**src/rtl/tl_pkg.sv**
```systemverilog
// TileLink-UL payload types, opcodes and arbiter encodings shared by bus_arbiter and its helpers.
package tl_pkg;

    // Address width is fixed here because the payload structs carry it.
    localparam int ADDR_W = 64;

    localparam logic [2:0] TL_GET             = 3'd4;
    localparam logic [2:0] TL_PUT_FULL        = 3'd0;
    localparam logic [2:0] TL_PUT_PARTIAL     = 3'd1;
    localparam logic [2:0] TL_ACCESS_ACK      = 3'd0;
    localparam logic [2:0] TL_ACCESS_ACK_DATA = 3'd1;

    localparam logic [1:0] OWN_NONE = 2'b00;
    localparam logic [1:0] OWN_IF   = 2'b01;
    localparam logic [1:0] OWN_MA   = 2'b10;

    typedef struct packed {
        logic [2:0]        opcode;
        logic [2:0]        size;
        logic [ADDR_W-1:0] address;
        logic [7:0]        mask;
        logic [63:0]       data;
    } tl_a_t;

    typedef struct packed {
        logic [2:0]  opcode;
        logic [2:0]  size;
        logic        denied;
        logic [63:0] data;
    } tl_d_t;

    typedef enum logic [1:0] {
        ST_IDLE    = 2'd0,
        ST_A_PHASE = 2'd1,
        ST_D_PHASE = 2'd2
    } arb_state_e;

endpackage

```
**src/rtl/arb_prio_starve.sv**
```systemverilog
// Winner select for the fetch/access masters: access wins unless fetch has been passed over
// STARVE_LIMIT consecutive times.
module arb_prio_starve import tl_pkg::*; #(
    parameter int STARVE_LIMIT = 4
) (
    input  logic clk,
    input  logic rst,
    input  logic i_if_req,
    input  logic i_ma_req,
    input  logic i_grant,
    output logic o_win_ma
);

    localparam logic [3:0] LIM = 4'(STARVE_LIMIT);

    logic [3:0] r_starve;

    assign o_win_ma = i_ma_req && (!i_if_req || (r_starve < LIM));

    always_ff @(posedge clk) begin
        if (rst) begin
            r_starve <= 4'd0;
        end else if (i_grant) begin
            if (!o_win_ma)
                r_starve <= 4'd0;
            else if (i_if_req && (r_starve < LIM))
                r_starve <= r_starve + 4'd1;
        end
    end

endmodule

```
**src/rtl/bus_arbiter.sv**
```systemverilog
// Two-master TileLink-UL arbiter: fetch and memory-access share one slave port, one transaction
// in flight, grant registered in IDLE and held until the D beat is accepted.
module bus_arbiter import tl_pkg::*; #(
    parameter int STARVE_LIMIT = 4
) (
    input  logic       clk,
    input  logic       rst,
    input  logic       if_a_valid,
    output logic       if_a_ready,
    input  tl_a_t      if_a,
    output logic       if_d_valid,
    input  logic       if_d_ready,
    output tl_d_t      if_d,
    input  logic       ma_a_valid,
    output logic       ma_a_ready,
    input  tl_a_t      ma_a,
    output logic       ma_d_valid,
    input  logic       ma_d_ready,
    output tl_d_t      ma_d,
    output logic       s_a_valid,
    input  logic       s_a_ready,
    output tl_a_t      s_a,
    input  logic       s_d_valid,
    output logic       s_d_ready,
    input  tl_d_t      s_d,
    output logic [1:0] owner,
    output logic       protocol_err
);

    arb_state_e r_state, w_state_nxt, w_st;
    logic [1:0] r_owner, w_owner_nxt, w_own;
    logic       w_win_ma, w_grant, w_own_a_valid, w_own_d_ready;

    // Outputs look like IDLE while rst is held so nothing leaks out mid-reset.
    assign w_st  = rst ? ST_IDLE  : r_state;
    assign w_own = rst ? OWN_NONE : r_owner;

    assign w_own_a_valid = (w_own == OWN_MA) ? ma_a_valid :
                           (w_own == OWN_IF) ? if_a_valid : 1'b0;
    assign w_own_d_ready = (w_own == OWN_MA) ? ma_d_ready :
                           (w_own == OWN_IF) ? if_d_ready : 1'b0;

    assign w_grant = (w_st == ST_IDLE) && (if_a_valid || ma_a_valid);

    arb_prio_starve #(.STARVE_LIMIT(STARVE_LIMIT)) u_prio (
        .clk      (clk),
        .rst      (rst),
        .i_if_req (if_a_valid),
        .i_ma_req (ma_a_valid),
        .i_grant  (w_grant),
        .o_win_ma (w_win_ma)
    );

    always_ff @(posedge clk) begin
        if (rst) begin
            r_state <= ST_IDLE;
            r_owner <= OWN_NONE;
        end else begin
            r_state <= w_state_nxt;
            r_owner <= w_owner_nxt;
        end
    end

    always_comb begin
        w_state_nxt = r_state;
        w_owner_nxt = r_owner;
        case (r_state)
            ST_IDLE: begin
                if (if_a_valid || ma_a_valid) begin
                    w_state_nxt = ST_A_PHASE;
                    w_owner_nxt = w_win_ma ? OWN_MA : OWN_IF;
                end
            end
            ST_A_PHASE: begin
                // Owner withdrew before acceptance: release without issuing anything.
                if (!w_own_a_valid) begin
                    w_state_nxt = ST_IDLE;
                    w_owner_nxt = OWN_NONE;
                end else if (s_a_ready) begin
                    w_state_nxt = ST_D_PHASE;
                end
            end
            ST_D_PHASE: begin
                if (s_d_valid && w_own_d_ready) begin
                    w_state_nxt = ST_IDLE;
                    w_owner_nxt = OWN_NONE;
                end
            end
            default: begin
                w_state_nxt = ST_IDLE;
                w_owner_nxt = OWN_NONE;
            end
        endcase
    end

    always_comb begin
        s_a_valid    = 1'b0;
        s_a          = '0;
        if_a_ready   = 1'b0;
        ma_a_ready   = 1'b0;
        if_d_valid   = 1'b0;
        ma_d_valid   = 1'b0;
        s_d_ready    = 1'b0;
        protocol_err = 1'b0;
        case (w_st)
            ST_IDLE: begin
                // A D beat with nobody waiting is swallowed and flagged.
                s_d_ready    = s_d_valid;
                protocol_err = s_d_valid;
            end
            ST_A_PHASE: begin
                s_a_valid  = w_own_a_valid;
                s_a        = (w_own == OWN_MA) ? ma_a : if_a;
                if_a_ready = (w_own == OWN_IF) && s_a_ready;
                ma_a_ready = (w_own == OWN_MA) && s_a_ready;
            end
            ST_D_PHASE: begin
                if_d_valid = (w_own == OWN_IF) && s_d_valid;
                ma_d_valid = (w_own == OWN_MA) && s_d_valid;
                s_d_ready  = w_own_d_ready;
            end
            default: ;
        endcase
    end

    assign if_d  = s_d;
    assign ma_d  = s_d;
    assign owner = w_own;

endmodule
```
**config.mk**
```make
export PLATFORM = sky130hd
export DESIGN_NAME = bus_arbiter
export DESIGN_NICKNAME = d
export VERILOG_FILES = /design/src/rtl/tl_pkg.sv /design/src/rtl/arb_prio_starve.sv /design/src/rtl/bus_arbiter.sv
export SDC_FILE = /design/constraint.sdc
export NUM_CORES = 1
export LEC_CHECK = 0
export CAP_MARGIN = 20
export CORE_AREA = 2 2 254 256
export CTS_BUF_LIST = sky130_fd_sc_hd__clkbuf_8
export DETAILED_ROUTE_END_ITERATION = 12
export DIE_AREA = 0 0 256 258
export PLACE_DENSITY = 0.31
export SLEW_MARGIN = 20
export SYNTH_ARGS = -nofsm -noshare
export SYNTH_HDL_FRONTEND = slang
export SYNTH_SLANG_ARGS = --single-unit
```
**constraint.sdc**
```tcl
create_clock -name clk -period 4.9 [get_ports clk]
set_input_delay 0.98 -clock clk [delete_from_list [all_inputs] [get_ports clk]]
set_output_delay 0.98 -clock clk [all_outputs]
set_load 0.05 [all_outputs]
```
==> metrics.txt, run 1 <==
status finished, final reports clean; Iter 0 DRT Violations 210; crit path launch type input pin; Overall Global Routing Usage around a tenth; WP buf/inv 3; Slew @ Worst Pin 0.692 ns; CTS Sinks 8; min Tclk post-route roughly 4.3 ns; Pwr Density 112 nW/µm²; CP required 3.92 ns; Synth Area in Adders less than 1%; share of cells above drive strength 1 18.8%; Worst Setup End Kind output pin; Layout fillers 7306; Yosys reg bits 8; cell-internal power 0.000558 W; RSZ-0062 raised after global routing no; Post-Syn Nets 1044; Top Layer Used met4; Slowest cell on crit path clkdlybuf4s50_1; Final ANT Viol Nets 0; clk_skew 0.00472 ns; nets 1318; async set-reset flop share out of synthesis 0%; CTS H-Tree Depth 1; post-CTS setup buffers 0; final number of setup-violating endpoints 0; Worst Setup SP rst; setup TNS 0 ns; cell count along the critical path 7; post-synthesis cell count 680; number of cells on the worst reg-to-reg path 4; DRC 0; die height roughly 260 µm; Lkg Pwr 3.40 nW; Post-synth top flop dfxtp_1; Netlist cell types 32; Reg2Reg Setup Slack 3.42 ns; Final GP Congestion 0.893; crit path kind in -> out; Skew-Pair Late Insertion Delay ~0.23 ns; Clock Path Buffers 2; initial antenna violation count 0; WP data arrival 3.30 ns; FF-to-FF End r_owner[0]; Post-CTS Resized 0; post-synthesis sequential area ratio 4.34%; DR WL/cell 18.1 µm; multiplexer area fraction after synthesis 0.271%; n_diodes 0; Synth Area in XOR/XNOR 0%; met2 WL post-DR 16.2 mm; final cycle utilization of the critical path 87.3%; number of flops mapped to enable cells by yosys 0; relative slew slack a little over half; VDD IR max 0.0580 mV; first-pass GRT wire length roughly 45 mm; fraction of the mapped netlist area in simple logic gates 34.3%; Initial Utilization 5.80%; min-delay worst type reg -> reg; M1 WL ~11 mm; gr ovfl total 0; area leader, netlist nand2_1; Max Fclk about 230 MHz; largest net degree at the start of global routing 89; vias after detailed routing roughly 5500; Comb pwr share 85.0%; cell family with most CP delay buffers and inverters; Max Slew Vio Count 0; Clk pwr share between 7 and 8%; top cell type's share of synthesized area 29.4%; Net Sw Power 0.000471 W; CP max FO 68; Buffers on Ports roughly 440; number of vias per cell slightly above 3; Hold Vio Cnt, Final 0; TritonCTS clock tree done; Core Rows 93; Netlist Area Pre-Place 3690 µm²; Final Power 0.00103 W; total wire length 32.8 mm; count leader, synth nand2_1; cts bufs inserted 3; sw frac 45.8%; vias in the first global route 5888; crit path cell chain clkdlybuf4s50_1, nor2b_2, nor2b_4, buf_12, nand2_1, a21oi_1, buf_12; hold-fix buffers at CTS 0; Worst-path clk slew 0.04 ns; Worst Setup EP s_a[9]; WL met3 4.61 mm; Synth area leaders nand2_1 29%, buf_4 29%, a21oi_1 20%; Avg Cell Area, Syn 5.43 µm²; commonest cells in the synthesized netlist 289 x nand2_1, 150 x a21oi_1, 144 x buf_4; Root Driver clkbuf_8; hpwl dp around 28 mm; IO Pins between 600 and 700; reg-to-reg startpoint r_state[0]; largest family of logic cells by synthesized area buffers and inverters; Synth Area in Compound Gates 23.1%; cell mode on critical path buf_12; CP peak stage delay 0.55 ns; synth warn 0; Die X 256 µm; Synth-to-Final Area Change 149%; core box area between 60000 and 70000 µm²; drt pass-1 iters 4; Max-cap violations 0; part of the power in registers about 7%; die area around 66000 µm²
sequential cells by signal (all words and copies together), names as in the netlist:
| register | flops |
|---|---|
| r_owner | 2 |
| r_state | 2 |
| u_prio.r_starve | 4 |
per-stage QoR:
step | instances | util [%] | setup slack, ns | hold WS (ns) | area, µm²
2_1_floorplan | 680 | - | 0.783 | 0.412 | 3690
3_3_place_gp | 1804 | 14.4 | 0.522 | 0.422 | 9140
3_5_place_dp | 1804 | 14.4 | 0.474 | 0.428 | 9140
4_1_cts | 1807 | 14.4 | 0.474 | 0.434 | 9190
5_1_grt | 1807 | 14.4 | 0.412 | 0.459 | 9190
6_report | 1807 | 14.4 | 0.622 | 0.436 | 9190
layer usage:
metal / global-route usage [%] / up-vias
met4: 1.72 / 0
li1: - / 2585
met2: 17.0 / 516
met3: 5.01 / 16
met1: 9.56 / 2365
met5: 0 / -
area by class of cell:
cell class	count	area (µm²)	area share (%)
multi-input combinational	479	2160	23.5
timing repair buffer	460	5750	62.6
sequential	8	160	1.74
clock buffer	3	41.3	0.450
tap	855	1070	11.6
inverter	2	7.51	0.0817
cell usage in the layout (no fill, tap or decap):
cell type / Yosys / final
a21o_1: 1 / 1
or3b_4: 0 / 1
a221oi_2: 1 / 1
or3b_2: 1 / 1
nand3b_1: 5 / 5
nand2_1: 289 / 289
a211oi_1: 2 / 2
nor2_1: 4 / 4
o21a_1: 1 / 1
buf_12: 0 / 124
clkbuf_8: 0 / 3
nor3_1: 3 / 3
mux2i_1: 1 / 1
a211oi_2: 1 / 1
inv_1: 2 / 2
clkdlybuf4s50_1: 0 / 297
o21ai_0: 2 / 2
nor2b_1: 2 / 1
o21ba_2: 1 / 1
nand4_1: 2 / 2
nand2b_4: 0 / 1
nor3_2: 3 / 3
nor2b_4: 0 / 1
buf_4: 144 / 39
a21oi_4: 1 / 1
nand2b_1: 2 / 1
dfxtp_1: 8 / 8
a21oi_1: 150 / 150
ha_1: 1 / 1
nor4_1: 1 / 1
a21oi_2: 1 / 1
or3_1: 1 / 1
nor2b_2: 1 / 1
and2_1: 1 / 1
tightest hold or removal path: stages (launching register included):
cell	delay (ns)
dfxtp_1	0.30
inv_1	0.05
a211oi_1	0.04
cell families (layout without fill, tap and decap cells):
| kind of cell | Yosys count | in the layout |
|---|---|---|
| muxes | 1 | 1 |
| buffers and inverters | 193 | 465 |
| and+or+nand+nor | 316 | 316 |
| AOI/OAI and AO/OA | 161 | 161 |
| adders and majority gates | 1 | 1 |
| DFF | 8 | 8 |
power by group through the flow:
stage          Clock (W)  Sequential [W]  Combinational (W)
2_1_floorplan          0       0.0000723           0.000661
3_3_place_gp           0       0.0000746           0.000891
3_5_place_dp           0       0.0000744           0.000885
4_1_cts        0.0000814       0.0000734           0.000890
5_1_grt        0.0000851       0.0000739           0.000926
6_report       0.0000807       0.0000735           0.000874
worst min-delay path by stage:
stage | startpoint | end | slack (ns) | cells after the start
2_1_floorplan | u_prio.r_starve[3] | u_prio.r_starve[3] | 0.41 | 2
3_3_place_gp | u_prio.r_starve[3] | u_prio.r_starve[3] | 0.42 | 2
3_5_place_dp | u_prio.r_starve[3] | u_prio.r_starve[3] | 0.43 | 2
4_1_cts | u_prio.r_starve[3] | u_prio.r_starve[3] | 0.43 | 2
5_1_grt | u_prio.r_starve[3] | u_prio.r_starve[3] | 0.46 | 2
6_report | u_prio.r_starve[3] | u_prio.r_starve[3] | 0.44 | 2
(Power assumes the default switching activity.)
==> inputs of run 2 (changes only) <==
CORE_AREA = 3 3 251 253   (was 2 2 254 256)
DIE_AREA = 0 0 254 256   (was 0 0 256 258)
PLACE_DENSITY = 0.32   (was 0.31)
SYNTH_HIERARCHICAL = 1   (was unset)
==> run 2 against run 1 <==
- combinational power down 10%
- utilization up 0.69 points
- synthesized cell count up 1.6%
- first-iteration DRC count up 13%
- register-to-register slack worse by 0.32 ns
- routed wire length down 6.2%
- die area down 1.6%
- sequential power up 1%
- global-route usage down 0.75 points
- critical path depth unchanged
- power down 8.9%
- setup slack better by 0.077 ns
- critical endpoint is now s_a[72]
- highest routed layer unchanged
==> metrics.txt, run 2 <==
CP max FO 85; Pwr Density 101 nW/µm²; hpwl dp 25.8 mm; Overall Global Routing Usage 8.61%; die area 65000 µm²; commonest non-fill, non-tap cell in the layout clkdlybuf4s50_1; Multi-input gate area 2530 µm²; commonest cells in the synthesized netlist 276 x nand2_1, 144 x buf_4, 80 x a21oi_2; Initial Utilization 6.74%; first-pass GRT wire length 41.4 mm; Yosys reg bits 8; area leader, netlist buf_4; most frequent cells in the layout 298 x clkdlybuf4s50_1, 276 x nand2_1, 107 x buf_12; final cycle utilization of the critical path 85.7%; Max-cap violations 0; crit path cell chain clkdlybuf4s50_1, and2b_1, and2b_4, buf_12, nand2_1, a21oi_2, buf_12; nets 1326; CTS Sinks 8; M1 WL 11.4 mm; RSZ-0062 raised after global routing no; Synth-to-Final Area Change 124%; relative slew slack between 60% and 70%; reg-to-reg startpoint r_state[1]; Layout fillers 7000; VDD IR max ~0.067 mV; top cell type's share of synthesized area 26.2%; number of cells on the worst reg-to-reg path 6; crit path launch type input pin; Lkg Pwr 3.37 nW; status finished, final reports clean; register area 160 µm²; Max Slew Vio Count 0; share of cells above drive strength 1 27.7%; post-synthesis sequential area ratio 3.88%; drt pass-1 iters 4; Clock Path Buffers 2; Final ANT Viol Nets 0; Core Rows 91; gr ovfl total 0; number of flops mapped to enable cells by yosys 0; TritonCTS clock tree done; core box area 61300 µm²; Top reg by flops u_prio/r_starve; WL met3 4.07 mm; initial antenna violation count 2; hold-fix buffers at CTS 0; largest net degree at the start of global routing 86; Iter 0 DRT Violations 238; Hold Path Sink u_prio/r_starve[3]; Buffers on Ports roughly 440; Hold Vio Cnt, Final 0; DR WL/cell 17.5 µm; hold path start u_prio/r_starve[3]; Slowest cell on crit path clkdlybuf4s50_1; registers with the most flip-flops u_prio/r_starve (4), r_owner (2), r_state (2); Final GP Congestion 0.737; crit path kind in -> out; Skew-Pair Late Insertion Delay 0.22 ns; Netlist Area Pre-Place 4130 µm²; die height around 260 µm; Post-CTS Resized 0; Netlist cell types 39; FF-to-FF End u_prio/r_starve[3]; number of vias per cell ~3.1; Finished Core Util 15.1%; hold depth 2; min-delay worst type reg -> reg; Top Layer Used met4; Die X 254 µm; clk_skew 0.000506 ns; count leader, synth nand2_1; Avg Cell Area, Syn 5.97 µm²; synth warn 6; total wire length 30.7 mm; Max Fclk 238 MHz; post-CTS setup buffers 0; Worst Setup End Kind output pin; Post-Syn Nets 1055; Root Driver clkbuf_8; final number of setup-violating endpoints 0; Reg2Reg Setup Slack just over 3 ns; max FFs per register 4; CP required approximately 3.9 ns; async set-reset flop share out of synthesis 0%; IO Pins 656; CTS H-Tree Depth 1; min Tclk post-route 4.20 ns; WP data arrival 3.22 ns; post-synthesis cell count 691; vias after detailed routing about 5500; CP peak stage delay ~0.58 ns; Worst-path clk slew approximately 0.040 ns; Synth area leaders buf_4 26%, nand2_1 25%, a21oi_2 17%; DRC 0; Slew @ Worst Pin approximately 0.57 ns; cts bufs inserted 3; setup TNS 0 ns; met2 WL post-DR 15.0 mm; vias in the first global route 5775; cell mode on critical path buf_12; Post-synth top flop dfxtp_1
[run 2: cell count changes after synthesis, sizes merged, moves of 2 or more]
cell / previous run / this run
a211oi: 3 / 5
nand3: 0 / 3
buf: 174 / 176
o21ai: 2 / 4
and2b: 0 / 2
nand4: 2 / 0
nor2: 4 / 9
a21oi: 152 / 149
nand2: 289 / 286
[run 2: logic make-up (layout without fill, tap and decap cells)]
family	count (synthesis)	count (layout)	share of synthesized area [%]
DFF	8	8	3.88
muxes	1	1	0.243
AOI/OAI and AO/OA	162	162	27.9
and+or+nand+nor	324	324	32.5
buffers and inverters	195	464	35.2
adders and majority gates	1	1	0.303
other	0	3	0
[run 2: final cells by class]
type	count	area share, %
diodes	3	0.0810
multi-input cells	488	27.3
inverters	2	0.0810
clock buffers	3	0.446
well taps	790	10.7
repair buffers	459	59.7
flip-flops and latches	8	1.73
[run 2: power breakdown]
part           total (W)  switching [W]  leakage (nW)  internal [W]
clock          0.0000768      0.0000237        0.0216     0.0000530
combinational   0.000786       0.000389          3.28      0.000397
sequential     0.0000742     0.00000573        0.0652     0.0000685
total           0.000937       0.000418          3.37      0.000519
[run 2: metrics by stage]
| step | cell area, µm² | worst slack [ns] | std cells | power (W) | hold WS (ns) |
|---|---|---|---|---|---|
| 6_report | 9260 | 0.699 | 1753 | 0.000937 | 0.514 |
| 2_1_floorplan | 4130 | 0.895 | 691 | 0.000712 | 0.471 |
| 4_1_cts | 9260 | 0.673 | 1750 | 0.000954 | 0.522 |
| 3_5_place_dp | 9220 | 0.689 | 1747 | 0.000871 | 0.515 |
| 5_1_grt | 9260 | 0.612 | 1750 | 0.000987 | 0.556 |
| 3_3_place_gp | 9220 | 0.688 | 1747 | 0.000876 | 0.497 |
[run 2: layer usage]
metal  GRT usage [%]  up-vias
met5               0        -
met1            9.39     2420
met2            15.7      440
li1                -     2622
met3            4.01        4
met4           0.637        0
[run 2: worst max-delay path by stage]
stage / slack, ns / endpoint / cells after the start / start
after floorplan: 0.90 / ma_d_valid / 5 / rst
after global placement: 0.69 / s_a[74] / 7 / rst
after detailed placement: 0.69 / s_a[72] / 7 / rst
after CTS: 0.67 / s_a[72] / 7 / rst
after global routing: 0.61 / s_a[72] / 7 / rst
final: 0.70 / s_a[72] / 7 / rst
[run 2: worst max-delay path: cells and delay by family]
kind / cells / cell delay, ns
compound gates: 1 / 0.27
buf+inv: 3 / 1.06
simple gates: 3 / 0.75
==> inputs of run 3 (changes only) <==
MAX_ROUTING_LAYER = met4   (was unset)
==> run 3 against run 2 <==
- routed wire length rose by 0.20%
- utilization did not move
- clock-buffer cell count did not move
==> metrics.txt, run 3 (same netlist as run 2, synthesis figures left out) <==
Overall Global Routing Usage 8.87%; min Tclk post-route 4.21 ns; most frequent cells in the layout 298 x clkdlybuf4s50_1, 276 x nand2_1, 107 x buf_12; Slew @ Worst Pin 0.570 ns; Worst-path clk slew 0.04 ns; die height 256 µm; post-CTS setup buffers 0; first-pass GRT wire length 41.3 mm; largest net degree at the start of global routing 86; Reg2Reg Setup Slack between 3 and 4 ns; number of vias per cell 3.13; hold path start u_prio/r_starve[3]; Post-CTS Resized 0; final worst slack 0.693 ns; core box area roughly 61000 µm²; Clock Path Buffers 2; Core Rows 91; initial antenna violation count 2; number of cells on the worst reg-to-reg path 6; CTS Sinks 8; CP peak stage delay 0.58 ns; Worst Setup End Kind output pin; nets 1326; CTS H-Tree Depth 1; CP max FO 85; share of cells above drive strength 1 27.7%; clk_skew between 0.0006 and 0.0007 ns; cell mode on critical path buf_12; Die X 254 µm; Pwr Density 101 nW/µm²; Synth-to-Final Area Change 124%; drt pass-1 iters 4; Layout fillers 7000; DR WL/cell 17.6 µm; die area 65000 µm²; TritonCTS clock tree done; max FFs per register 4; Max-cap violations 0; Final ANT Viol Nets 0; Initial Utilization between 6 and 7%; final number of setup-violating endpoints 0; Hold Vio Cnt, Final 0; reg-to-reg startpoint r_state[1]; Max Slew Vio Count 0; RSZ-0062 raised after global routing no; relative slew slack 62.0%; Top reg by flops u_prio/r_starve; vias after detailed routing 5488; status finished, final reports clean; crit path cell chain clkdlybuf4s50_1, and2b_1, and2b_4, buf_12, nand2_1, a21oi_2, buf_12; crit path kind in -> out; min-delay worst type reg -> reg; Skew-Pair Late Insertion Delay ~0.22 ns; Buffers on Ports 442; final cycle utilization of the critical path a little under nine tenths; WP data arrival 3.23 ns; hold-fix buffers at CTS 0; CP required 3.92 ns; DRC 0; Slowest cell on crit path clkdlybuf4s50_1; Lkg Pwr 3.37 nW; pre-CTS WS about 0.69 ns; hpwl dp 25.8 mm; Multi-input gate area 2530 µm²; vias in the first global route 5814; total wire length 30.8 mm; Final Power 0.000938 W; Iter 0 DRT Violations 250; WHS 0.515 ns; hold depth 2; Hold Path Sink u_prio/r_starve[3]; register area 160 µm²; Root Driver clkbuf_8; setup TNS 0 ns; cts bufs inserted 3; Max Fclk 238 MHz; crit path launch type input pin; VDD IR max 0.0673 mV; IO Pins 656; FF-to-FF End u_prio/r_starve[3]; Final GP Congestion ~0.75; registers with the most flip-flops u_prio/r_starve (4), r_owner (2), r_state (2); gr ovfl total 0; commonest non-fill, non-tap cell in the layout clkdlybuf4s50_1
==> run 3: cell counts in the layout (fill, tap and decap cells not counted) <==
No cell type changed its count.
==> run 3: stage by stage <==
stage | instances | util (%) | cell area, µm²
final | 1753 | 15.1 | 9260
after global routing | 1752 | 15.1 | 9260
after CTS | 1750 | 15.1 | 9260
after detailed placement | 1747 | 15.0 | 9220
after global placement | 1747 | 15.0 | 9220
after floorplan | 691 | - | 4130
==> run 3: how the worst max path moves through the flow <==
stage / start / endpoint / slack [ns] / depth (start not counted)
finish: rst / s_a[72] / 0.69 / 7
CTS: rst / s_a[72] / 0.67 / 7
global route: rst / s_a[72] / 0.61 / 7
global placement: rst / s_a[74] / 0.69 / 7
detailed placement: rst / s_a[72] / 0.69 / 7
floorplan: rst / ma_d_valid / 0.90 / 5
==> run 3: layout make-up <==
| type | count | share of cell area (%) |
|---|---|---|
| sequential | 8 | 1.73 |
| clock buffer | 3 | 0.446 |
| inverter | 2 | 0.0810 |
| antenna | 3 | 0.0810 |
| multi-input combinational | 488 | 27.3 |
| timing repair buffer | 459 | 59.7 |
| tap | 790 | 10.7 |
==> run 3: metal layers <==
layer	track usage [%]	routed length, µm	vias to the layer above
li1	-	-	2624
met3	3.75	3820	9
met2	15.7	14800	440
met5	-	0	-
met4	0.542	414	0
met1	9.61	11700	2415
==> run 3: report_power, final <==
| part | internal [W] | total [W] | leakage [nW] | switching (W) |
|---|---|---|---|---|
| clock | 0.0000530 | 0.0000767 | 0.0216 | 0.0000237 |
| combinational | 0.000397 | 0.000787 | 3.28 | 0.000390 |
| sequential | 0.0000685 | 0.0000743 | 0.0652 | 0.00000577 |
| total | 0.000519 | 0.000938 | 3.37 | 0.000419 |
==> run 3: critical path: cells and delay by family <==
family | cells | cell delay (ns)
AO/OA/AOI/OAI | 1 | 0.28
buffers and inverters | 3 | 1.06
AND/OR/NAND/NOR | 3 | 0.75
